## src/rtl/spi_bridge_pkg.sv

```systemverilog
// Shared widths, FSM encoding and byte-select helper for the SPI bus arbiter.
package spi_bridge_pkg;

    localparam int unsigned DATA_W = 8;
    localparam int unsigned LEN_W  = 3;

    typedef logic [DATA_W-1:0] data_t;
    typedef logic [LEN_W-1:0]  len_t;

    typedef enum logic [2:0] {
        IDLE   = 3'd0,
        ARB    = 3'd1,
        START  = 3'd2,
        WAIT   = 3'd3,
        NEXT   = 3'd4,
        FINISH = 3'd5
    } state_t;

    function automatic data_t sel_byte(input logic sel1, input data_t b0, input data_t b1);
        return sel1 ? b1 : b0;
    endfunction

endpackage

```

## src/rtl/spi_bus_arbiter_if.sv

```systemverilog
// Requester and SPI-master byte bus of the arbiter; err exists only with SPI_ARB_TIMEOUT_EN.
interface spi_bus_arbiter_if;
    import spi_bridge_pkg::*;

    logic  req0, req1;
    len_t  len0, len1;
    data_t tx0, tx1;
    logic  tx_pop0, tx_pop1;
    data_t rx_data0, rx_data1;
    logic  rx_valid0, rx_valid1;
    logic  gnt0, gnt1;
    logic  done0, done1;
    logic  m_start;
    data_t m_data_in;
    data_t m_data_out;
    logic  m_done;
`ifdef SPI_ARB_TIMEOUT_EN
    logic  err;
`endif

    modport master (
        input  req0, req1, len0, len1, tx0, tx1, m_data_out, m_done,
        output tx_pop0, tx_pop1, rx_data0, rx_data1, rx_valid0, rx_valid1,
               gnt0, gnt1, done0, done1, m_start, m_data_in
`ifdef SPI_ARB_TIMEOUT_EN
        , output err
`endif
    );

    modport slave (
        output req0, req1, len0, len1, tx0, tx1, m_data_out, m_done,
        input  tx_pop0, tx_pop1, rx_data0, rx_data1, rx_valid0, rx_valid1,
               gnt0, gnt1, done0, done1, m_start, m_data_in
`ifdef SPI_ARB_TIMEOUT_EN
        , input err
`endif
    );

endinterface

```

## src/rtl/spi_rr_arb2.sv

```systemverilog
// Two-way round-robin arbiter; pointer remembers the last accepted winner (1 after reset).
module spi_rr_arb2 (
    input  logic       clk,
    input  logic       rst,
    input  logic [1:0] req,
    input  logic       accept,
    output logic [1:0] gnt
);

    logic last_q;

    always_comb begin
        gnt = req;
        if (req[0] && req[1]) begin
            gnt = last_q ? 2'b01 : 2'b10;
        end
    end

    always_ff @(posedge clk or negedge rst) begin
        if (!rst) begin
            last_q <= 1'b1;
        end else if (accept && (|gnt)) begin
            last_q <= gnt[1];
        end
    end

endmodule

```

## src/rtl/spi_bus_arbiter.sv

```systemverilog
// Two-requester burst arbiter in front of an SPI byte master.
// SPI_ARB_TIMEOUT_EN adds a per-byte m_done timeout and the sticky err output.
module spi_bus_arbiter
    import spi_bridge_pkg::*;
#(
    parameter int unsigned TIMEOUT_CYCLES = 1024
) (
    input logic               clk,
    input logic               rst,
    spi_bus_arbiter_if.master bus
);

    state_t     state_q, state_d;
    logic [1:0] req, arb_gnt, owner_q, rx_valid_q;
    logic       arb_accept, m_done_q, done_edge, busy, tmo_hit;
    len_t       cnt_q;
    data_t      m_data_q, rx_data0_q, rx_data1_q, tx_sel;

    if (TIMEOUT_CYCLES == 0) begin : g_bad_timeout
        $error("TIMEOUT_CYCLES must be nonzero");
    end

    assign req        = {bus.req1, bus.req0};
    // Winner is latched on the IDLE->ARB edge so a request dropped during ARB cannot move the grant.
    assign arb_accept = (state_q == IDLE) && (|req);

    spi_rr_arb2 u_rr (
        .clk    (clk),
        .rst    (rst),
        .req    (req),
        .accept (arb_accept),
        .gnt    (arb_gnt)
    );

    assign done_edge = bus.m_done & ~m_done_q;
    assign tx_sel    = sel_byte(owner_q[1], bus.tx0, bus.tx1);

`ifdef SPI_ARB_TIMEOUT_EN
    localparam int unsigned TMO_W = $clog2(TIMEOUT_CYCLES + 1);
    logic [TMO_W-1:0] tmo_q;
    logic             err_q;

    assign tmo_hit = (state_q == WAIT) && !done_edge && (tmo_q == TMO_W'(TIMEOUT_CYCLES - 1));

    always_ff @(posedge clk or negedge rst) begin
        if (!rst) begin
            tmo_q <= '0;
            err_q <= 1'b0;
        end else begin
            tmo_q <= (state_q == WAIT) ? tmo_q + 1'b1 : '0;
            if (tmo_hit) begin
                err_q <= 1'b1;
            end
        end
    end

    assign bus.err = err_q;
`else
    assign tmo_hit = 1'b0;
`endif

    always_comb begin
        state_d = state_q;
        case (state_q)
            IDLE:    if (|req) state_d = ARB;
            ARB:     state_d = START;
            START:   state_d = WAIT;
            WAIT: begin
                if (done_edge) begin
                    state_d = NEXT;
                end else if (tmo_hit) begin
                    state_d = FINISH;
                end
            end
            NEXT:    state_d = (cnt_q != '0) ? START : FINISH;
            FINISH:  state_d = IDLE;
            default: state_d = IDLE;
        endcase
    end

    always_ff @(posedge clk or negedge rst) begin
        if (!rst) begin
            state_q    <= IDLE;
            owner_q    <= '0;
            cnt_q      <= '0;
            m_data_q   <= '0;
            m_done_q   <= 1'b0;
            rx_valid_q <= '0;
            rx_data0_q <= '0;
            rx_data1_q <= '0;
        end else begin
            state_q    <= state_d;
            m_done_q   <= bus.m_done;
            rx_valid_q <= '0;
            if (arb_accept) begin
                owner_q <= arb_gnt;
            end
            case (state_q)
                ARB:   cnt_q    <= owner_q[1] ? bus.len1 : bus.len0;
                START: m_data_q <= tx_sel;
                WAIT: begin
                    if (done_edge) begin
                        rx_valid_q <= owner_q;
                        if (owner_q[1]) begin
                            rx_data1_q <= bus.m_data_out;
                        end else begin
                            rx_data0_q <= bus.m_data_out;
                        end
                    end
                end
                NEXT: begin
                    if (cnt_q != '0) begin
                        cnt_q <= cnt_q - 1'b1;
                    end
                end
                default: ;
            endcase
        end
    end

    assign busy          = (state_q == ARB) || (state_q == START) ||
                           (state_q == WAIT) || (state_q == NEXT);
    assign bus.gnt0      = busy & owner_q[0];
    assign bus.gnt1      = busy & owner_q[1];
    assign bus.tx_pop0   = (state_q == START) & owner_q[0];
    assign bus.tx_pop1   = (state_q == START) & owner_q[1];
    assign bus.m_start   = (state_q == START);
    assign bus.m_data_in = (state_q == START) ? tx_sel : m_data_q;
    assign bus.done0     = (state_q == FINISH) & owner_q[0];
    assign bus.done1     = (state_q == FINISH) & owner_q[1];
    assign bus.rx_valid0 = rx_valid_q[0];
    assign bus.rx_valid1 = rx_valid_q[1];
    assign bus.rx_data0  = rx_data0_q;
    assign bus.rx_data1  = rx_data1_q;

endmodule

```

## src/flat_wrapper.sv

```systemverilog
// flat-port wrapper written by rule: the top's interface ports become plain ports
module spi_bus_arbiter_flat import spi_bridge_pkg::*;
#(
    parameter int unsigned TIMEOUT_CYCLES = 1024
)
  (clk, rst, bus_req0, bus_req1, bus_len0, bus_len1, bus_tx0, bus_tx1, bus_m_data_out, bus_m_done, bus_tx_pop0, bus_tx_pop1, bus_rx_data0, bus_rx_data1, bus_rx_valid0, bus_rx_valid1, bus_gnt0, bus_gnt1, bus_done0, bus_done1, bus_m_start, bus_m_data_in);
  spi_bus_arbiter_if bus_i ();
  input logic clk;
  input logic rst;
  input wire logic [$bits(bus_i.req0)-1:0] bus_req0;
  input wire logic [$bits(bus_i.req1)-1:0] bus_req1;
  input wire logic [$bits(bus_i.len0)-1:0] bus_len0;
  input wire logic [$bits(bus_i.len1)-1:0] bus_len1;
  input wire logic [$bits(bus_i.tx0)-1:0] bus_tx0;
  input wire logic [$bits(bus_i.tx1)-1:0] bus_tx1;
  input wire logic [$bits(bus_i.m_data_out)-1:0] bus_m_data_out;
  input wire logic [$bits(bus_i.m_done)-1:0] bus_m_done;
  output wire logic [$bits(bus_i.tx_pop0)-1:0] bus_tx_pop0;
  output wire logic [$bits(bus_i.tx_pop1)-1:0] bus_tx_pop1;
  output wire logic [$bits(bus_i.rx_data0)-1:0] bus_rx_data0;
  output wire logic [$bits(bus_i.rx_data1)-1:0] bus_rx_data1;
  output wire logic [$bits(bus_i.rx_valid0)-1:0] bus_rx_valid0;
  output wire logic [$bits(bus_i.rx_valid1)-1:0] bus_rx_valid1;
  output wire logic [$bits(bus_i.gnt0)-1:0] bus_gnt0;
  output wire logic [$bits(bus_i.gnt1)-1:0] bus_gnt1;
  output wire logic [$bits(bus_i.done0)-1:0] bus_done0;
  output wire logic [$bits(bus_i.done1)-1:0] bus_done1;
  output wire logic [$bits(bus_i.m_start)-1:0] bus_m_start;
  output wire logic [$bits(bus_i.m_data_in)-1:0] bus_m_data_in;
  assign bus_i.req0 = bus_req0;
  assign bus_i.req1 = bus_req1;
  assign bus_i.len0 = bus_len0;
  assign bus_i.len1 = bus_len1;
  assign bus_i.tx0 = bus_tx0;
  assign bus_i.tx1 = bus_tx1;
  assign bus_i.m_data_out = bus_m_data_out;
  assign bus_i.m_done = bus_m_done;
  assign bus_tx_pop0 = bus_i.tx_pop0;
  assign bus_tx_pop1 = bus_i.tx_pop1;
  assign bus_rx_data0 = bus_i.rx_data0;
  assign bus_rx_data1 = bus_i.rx_data1;
  assign bus_rx_valid0 = bus_i.rx_valid0;
  assign bus_rx_valid1 = bus_i.rx_valid1;
  assign bus_gnt0 = bus_i.gnt0;
  assign bus_gnt1 = bus_i.gnt1;
  assign bus_done0 = bus_i.done0;
  assign bus_done1 = bus_i.done1;
  assign bus_m_start = bus_i.m_start;
  assign bus_m_data_in = bus_i.m_data_in;
  spi_bus_arbiter #(.TIMEOUT_CYCLES(TIMEOUT_CYCLES)) u_core (.clk(clk), .rst(rst), .bus(bus_i));
endmodule
```

## config.mk

```make
export PLATFORM = sky130hd
export DESIGN_NAME = spi_bus_arbiter_flat
export DESIGN_NICKNAME = d
export VERILOG_FILES = /design/src/rtl/spi_bridge_pkg.sv /design/src/rtl/spi_bus_arbiter_if.sv /design/src/rtl/spi_rr_arb2.sv /design/src/rtl/spi_bus_arbiter.sv /design/src/flat_wrapper.sv
export SDC_FILE = /design/constraint.sdc
export NUM_CORES = 1
export LEC_CHECK = 0
export ABC_AREA = 1
export BUFFER_PORTS_ARGS = -buffer_cell sky130_fd_sc_hd__buf_2
export CORE_UTILIZATION = 52
export CTS_BUF_LIST = sky130_fd_sc_hd__clkbuf_16
export DETAILED_ROUTE_END_ITERATION = 10
export GPL_ROUTABILITY_DRIVEN = 0
export GPL_TIMING_DRIVEN = 0
export HOLD_SLACK_MARGIN = 0.08
export PLACE_DENSITY = 0.93
export SETUP_SLACK_MARGIN = 0.4
export SYNTH_ARGS = -nofsm -noshare
export SYNTH_HDL_FRONTEND = slang
export SYNTH_SLANG_ARGS = --single-unit
export TNS_END_PERCENT = 5
```

## constraint.sdc

```tcl
create_clock -name clk -period 3.5 [get_ports clk]
set_input_delay 0.7 -clock clk [delete_from_list [all_inputs] [get_ports clk]]
set_output_delay 0.7 -clock clk [all_outputs]
set_load 0.1 [all_outputs]
```

Yosys cells after proc, flatten, opt, wreduce, memory -nomap -nowiden
Index checks and enable logic that the tools add are counted.
{ "word_totals": {"reg_bits": 36, "output_inout_bits": 33, "rom_bits": 0, "latch_bits": 0, "n_memories": 0, "ramBits": 0, "in_bits": 35} }
{ "classes": {"n_mux": 13, "bitwise_logic": 9, "eq_ne": 8, "addsub": 1, "n_shift": 0, "magnitude_cmp": 0, "mul": 0, "div": 0, "n_reduce_logical": 15} }
{ "op_table": {"columns": ["operator", "n"], "rows": [
  ["$mux W8", 2],
  ["$mux W3", 5],
  ["$pmux W3 S5", 1],
  ["$mux W2", 4],
  ["$and A1 B1 Y1", 7],
  ["$eq A3 B2 Y1 const B", 2],
  ["$eq A3 B3 Y1 const B", 2],
  ["$pmux W3 S2", 1],
  ["$reduce_and A3 Y1", 2],
  ["$ne A2 B1 Y1 const B", 2],
  ["$reduce_and A2 Y1", 2],
  ["$reduce_or A2 Y1", 2],
  ["$eq A3 B1 Y1 const B", 1],
  ["$logic_and A1 B1 Y1", 3],
  ["$logic_not A3 Y1", 1],
  ["$logic_or A1 B1 Y1", 3],
  ["$reduce_bool A3 Y1", 1],
  ["$sub A3 B1 Y3 const B", 1],
  ["$ne A2 B2 Y1 const B", 1],
  ["$not A1 Y1", 2],
  ["$reduce_bool A2 Y1", 1]
]} }

Logic depth before layout (Yosys ltp)
{ "logic_depth": {"word_depth": 5, "depth_mapped": 9} }

By module
A second synthesis with hierarchy kept.
{ "unflattened": {"hier_cells": 213, "area_unflattened_um2": 1780.5} }
{ "modules_own_cells": {"columns": ["mod", "area_per_inst_um2", "seq_area_each_um2", "cells_per_inst", "n_inst"], "rows": [
  ["spi_bus_arbiter", 1719.1, 875.8, 205, 1],
  ["spi_rr_arb2", 61.3, 26.3, 8, 1]
]} }

Worst setup path after synthesis
No wires, ideal clock.
{ "synth_path": {"path_type": "reg2out", "from": "register u_core.state_q[0]", "to": "output bus_m_data_in[0]", "path_stages_with_launch": 5, "path_slack_ps": -309, "arrival_ps": 3109, "path_buffers": 1, "path_cell_list": "dfrtp_1 > inv_1 > nand3_2 > buf_4 > o31ai_1"} }
{ "synth_between": {"elab_chain_len": 2} }
{ "synth_lines": {"columns": ["element", "line_no", "rtl"], "rows": [
  ["start, declared", "spi_bus_arbiter.sv:13", "state_t state_q, state_d;"],
  ["start signal, assigned", "spi_bus_arbiter.sv:92", "state_q <= state_d;"],
  ["$eq A3 B2 Y1", "spi_bus_arbiter.sv:128", "assign bus.m_data_in = (state_q == START) ? tx_sel : m_data_q;"],
  ["$mux W8", "spi_bus_arbiter.sv:128", null],
  ["end, declared", "flat_wrapper.sv:29", "output wire logic [$bits(bus_i.m_data_in)-1:0] bus_m_data_in;"]
]} }
No other way between the ends.

Final worst setup path
{ "layout_path": {"from": "register u_core.owner_q[1]", "to": "output bus_m_data_in[3]"} }
{ "layout_between": {"elab_chain_len": 2} }
{ "layout_lines": {"columns": ["element", "line_no", "rtl"], "rows": [
  ["start, declared", "spi_bus_arbiter.sv:14", "logic [1:0] req, arb_gnt, owner_q, rx_valid_q;"],
  ["start signal, assigned", "spi_bus_arbiter.sv:96", "owner_q <= arb_gnt;"],
  ["$mux W8", "spi_bridge_pkg.sv:20", "return sel1 ? b1 : b0;"],
  ["$mux W8", "spi_bus_arbiter.sv:128", null]
]} }
No other way between the ends.

==> flow_summary.ini <==
[status]
status = finished clean

[logic_synthesis]
yosys.area.top_type = dfrtp_1
synth_seq_area_share = 0.5157
synth.most_common_cell = nand2_1
ys_warn_count = 0
syn_nets = 253
ys_ff_latch = 36
synth_cells = 216
synth_top_area_frac = 0.5007
synth_area_per_cell_um2 = 8.098
synth_cell_types = 27
yosys-top-cells-area = dfrtp_1 (50%), nand2_1 (19%), nor2_1 (5.8%)
synth_edf_count = 0
async_reset_ff_frac = 1.000
syn_area_um2 = 1749
synthFlopType = dfrtp_1
synth_common_cells = nand2_1 (89), dfrtp_1 (35), nor2_1 (27), nand3_1 (15), inv_1 (14)

[drt]
wl_per_cell_um = 12.20
via_per_inst = 4.919
first_pass_iters = 4
vias = 1648
routed_wl_um = 4086
final_antenna_net_count = 0
drt_iter0_drc = 101
drc = 0

[die]
io_pins = 68
row_count = 20
chipWidth_um = 60
core_area_um2 = 3128
dieArea_um2 = 3600
initial_core_util = 0.5592
die_h_um = 60

[placed_design]
dpl_cell_area_um2 = 2140
dp_hpwl_um = 3107
io_buffers = 67

[cts]
cts_sinks = 36
clockRootBuffer = clkbuf_16
cts_buffers = 5
clk_pin_slew_ns = 0.05
clock_path_buffers = 2
tritoncts = built
hold_buffers = 0
clk_latency_ns = 0.28
cts_setup_buffers = 0
cts_resized = 0
htreeDepth = 2

[global_routing]
grt_max_degree = 37
grt_pass1_wl_um = 6762
grt_use_total = 0.2602
grt_pass1_vias = 1598
antenna_found_initial = 0
overflow = 0

[worst_hold_path]
hold_end = u_core.bus.rx_data0[5]
hp-class = reg2reg
min_path_cells = 2
min_from = u_core.bus.rx_data0[5]

[sta]
fin_skew_ns = 0.004957
hold_viol_final = 0
max_freq_ghz = 0.3701
report.final.slew_viol_count = 0
min_period_over_period = 0.7721
grt_setup_unrepaired = no
min_period_ns = 2.702
setup_viol = 0
relSlewSlack = 0.4900
worst_pin_slew_ns = 0.7650

[layout]
fin_util = 0.7376
fillers = 243
final_nets = 327
design_area_um2 = 2307
syn_to_final_growth_pct = 31.90
layout-drive-gt1-share = 0.3162
num_antenna_cells = 0

[critical_path]
r2r_end = u_core.bus.rx_data0[1]
cp_max_fo = 10
worstSetupPathType = reg2out
cp-start-kind = flop
r2r_start = u_core.state_q[2]
endpoint_kind = output port
cp.required_ns = 2.80
reg2reg_depth = 6
r2r_slack_ns = 2.15
worstPathArrival_ns = 2.00

[run]
maxCapViolCount = 0
==> kinds of logic (layout without fill, tap and decap cells) <==
group / count (synthesis) / after routing / synth area share
fa+ha+maj: 2 / 2 / 0.01430
flops: 36 / 36 / 0.5157
compound gates: 14 / 14 / 0.05794
simple gates: 142 / 142 / 0.3562
buf+inv: 22 / 97 / 0.05579
==> metal layers <==
layer,routed length (um),vias to the layer above,global-route usage,share of wire
li1,-,823,-,-
met1,1699,739,0.2997,0.42
met2,2076,80,0.4524,0.51
met3,253,6,0.08225,0.062
met4,56,0,0.09302,0.014
met5,0,-,0,0
==> area by class of cell <==
cell class	instances	area [um^2]	area share
clock buffer	5	125.1	0.05423
clock inverter	3	42.54	0.01844
buffer	5	28.78	0.01247
tap	44	55.05	0.02386
multi-input combinational	158	749.5	0.3248
sequential	36	902.1	0.3910
inverter	17	68.82	0.02983
timing repair buffer	67	335.3	0.1453
==> worst max-delay path by stage <==
stage | from | endpoint | slack (ns) | cells past startpoint
2_1_floorplan | u_core.state_q[0] | bus_m_data_in[0] | -0.31 | 4
3_3_place_gp | u_core.owner_q[1] | bus_m_data_in[7] | 1.17 | 5
3_5_place_dp | u_core.owner_q[1] | bus_m_data_in[4] | 1.13 | 5
4_1_cts | u_core.owner_q[1] | bus_m_data_in[4] | 0.82 | 5
5_1_grt | u_core.owner_q[1] | bus_m_data_in[4] | 0.65 | 5
6_report | u_core.owner_q[1] | bus_m_data_in[3] | 0.80 | 5
==> sequential cells by signal (all words and copies together), names as in the netlist <==
signal               count
u_core.u_rr.last_q       1
u_core.m_data_q          8
u_core.owner_q           2
u_core.state_q           3
u_core.cnt_q             3
u_core.rx_valid_q        2
u_core.bus.rx_data0      8
u_core.bus.rx_data1      8
u_core.m_done_q          1
==> per-stage QoR <==
stage | hold slack (ns) | setup TNS, ns | cells | setup WS [ns]
floorplan | 0.4044 | -2.161 | 216 | -0.3087
global placement | 0.4509 | 0 | 327 | 1.173
detailed placement | 0.4550 | 0 | 327 | 1.128
CTS | 0.4797 | 0 | 335 | 0.8163
global route | 0.4893 | 0 | 335 | 0.6518
finish | 0.4744 | 0 | 335 | 0.7977
==> worst max-delay path: stages, from the launching register on <==
cell	delay [ns]
dfrtp_1	0.40
inv_1	0.16
buf_2	0.30
nor2_1	0.07
o31ai_1	0.31
buf_2	0.49
==> cells in the final DEF (no fill, tap or decap), drive strengths merged <==
cell type and n:
o31ai 8, dfrtp 35, a21oi 3, bufinv 1, dfstp 1, a21boi 1, inv 17, nand4 1
nand3 17, and2 1, clkinvlp 1, clkbuf 6, buf 71, clkinv 1, nand2 92, ha 2
nor2 29, nor3 1, nand3b 1, o21ai 2
Power is left out: the tool's default activity adds up to more than one toggle a clock period on the data nets, which glitch-free logic cannot reach.
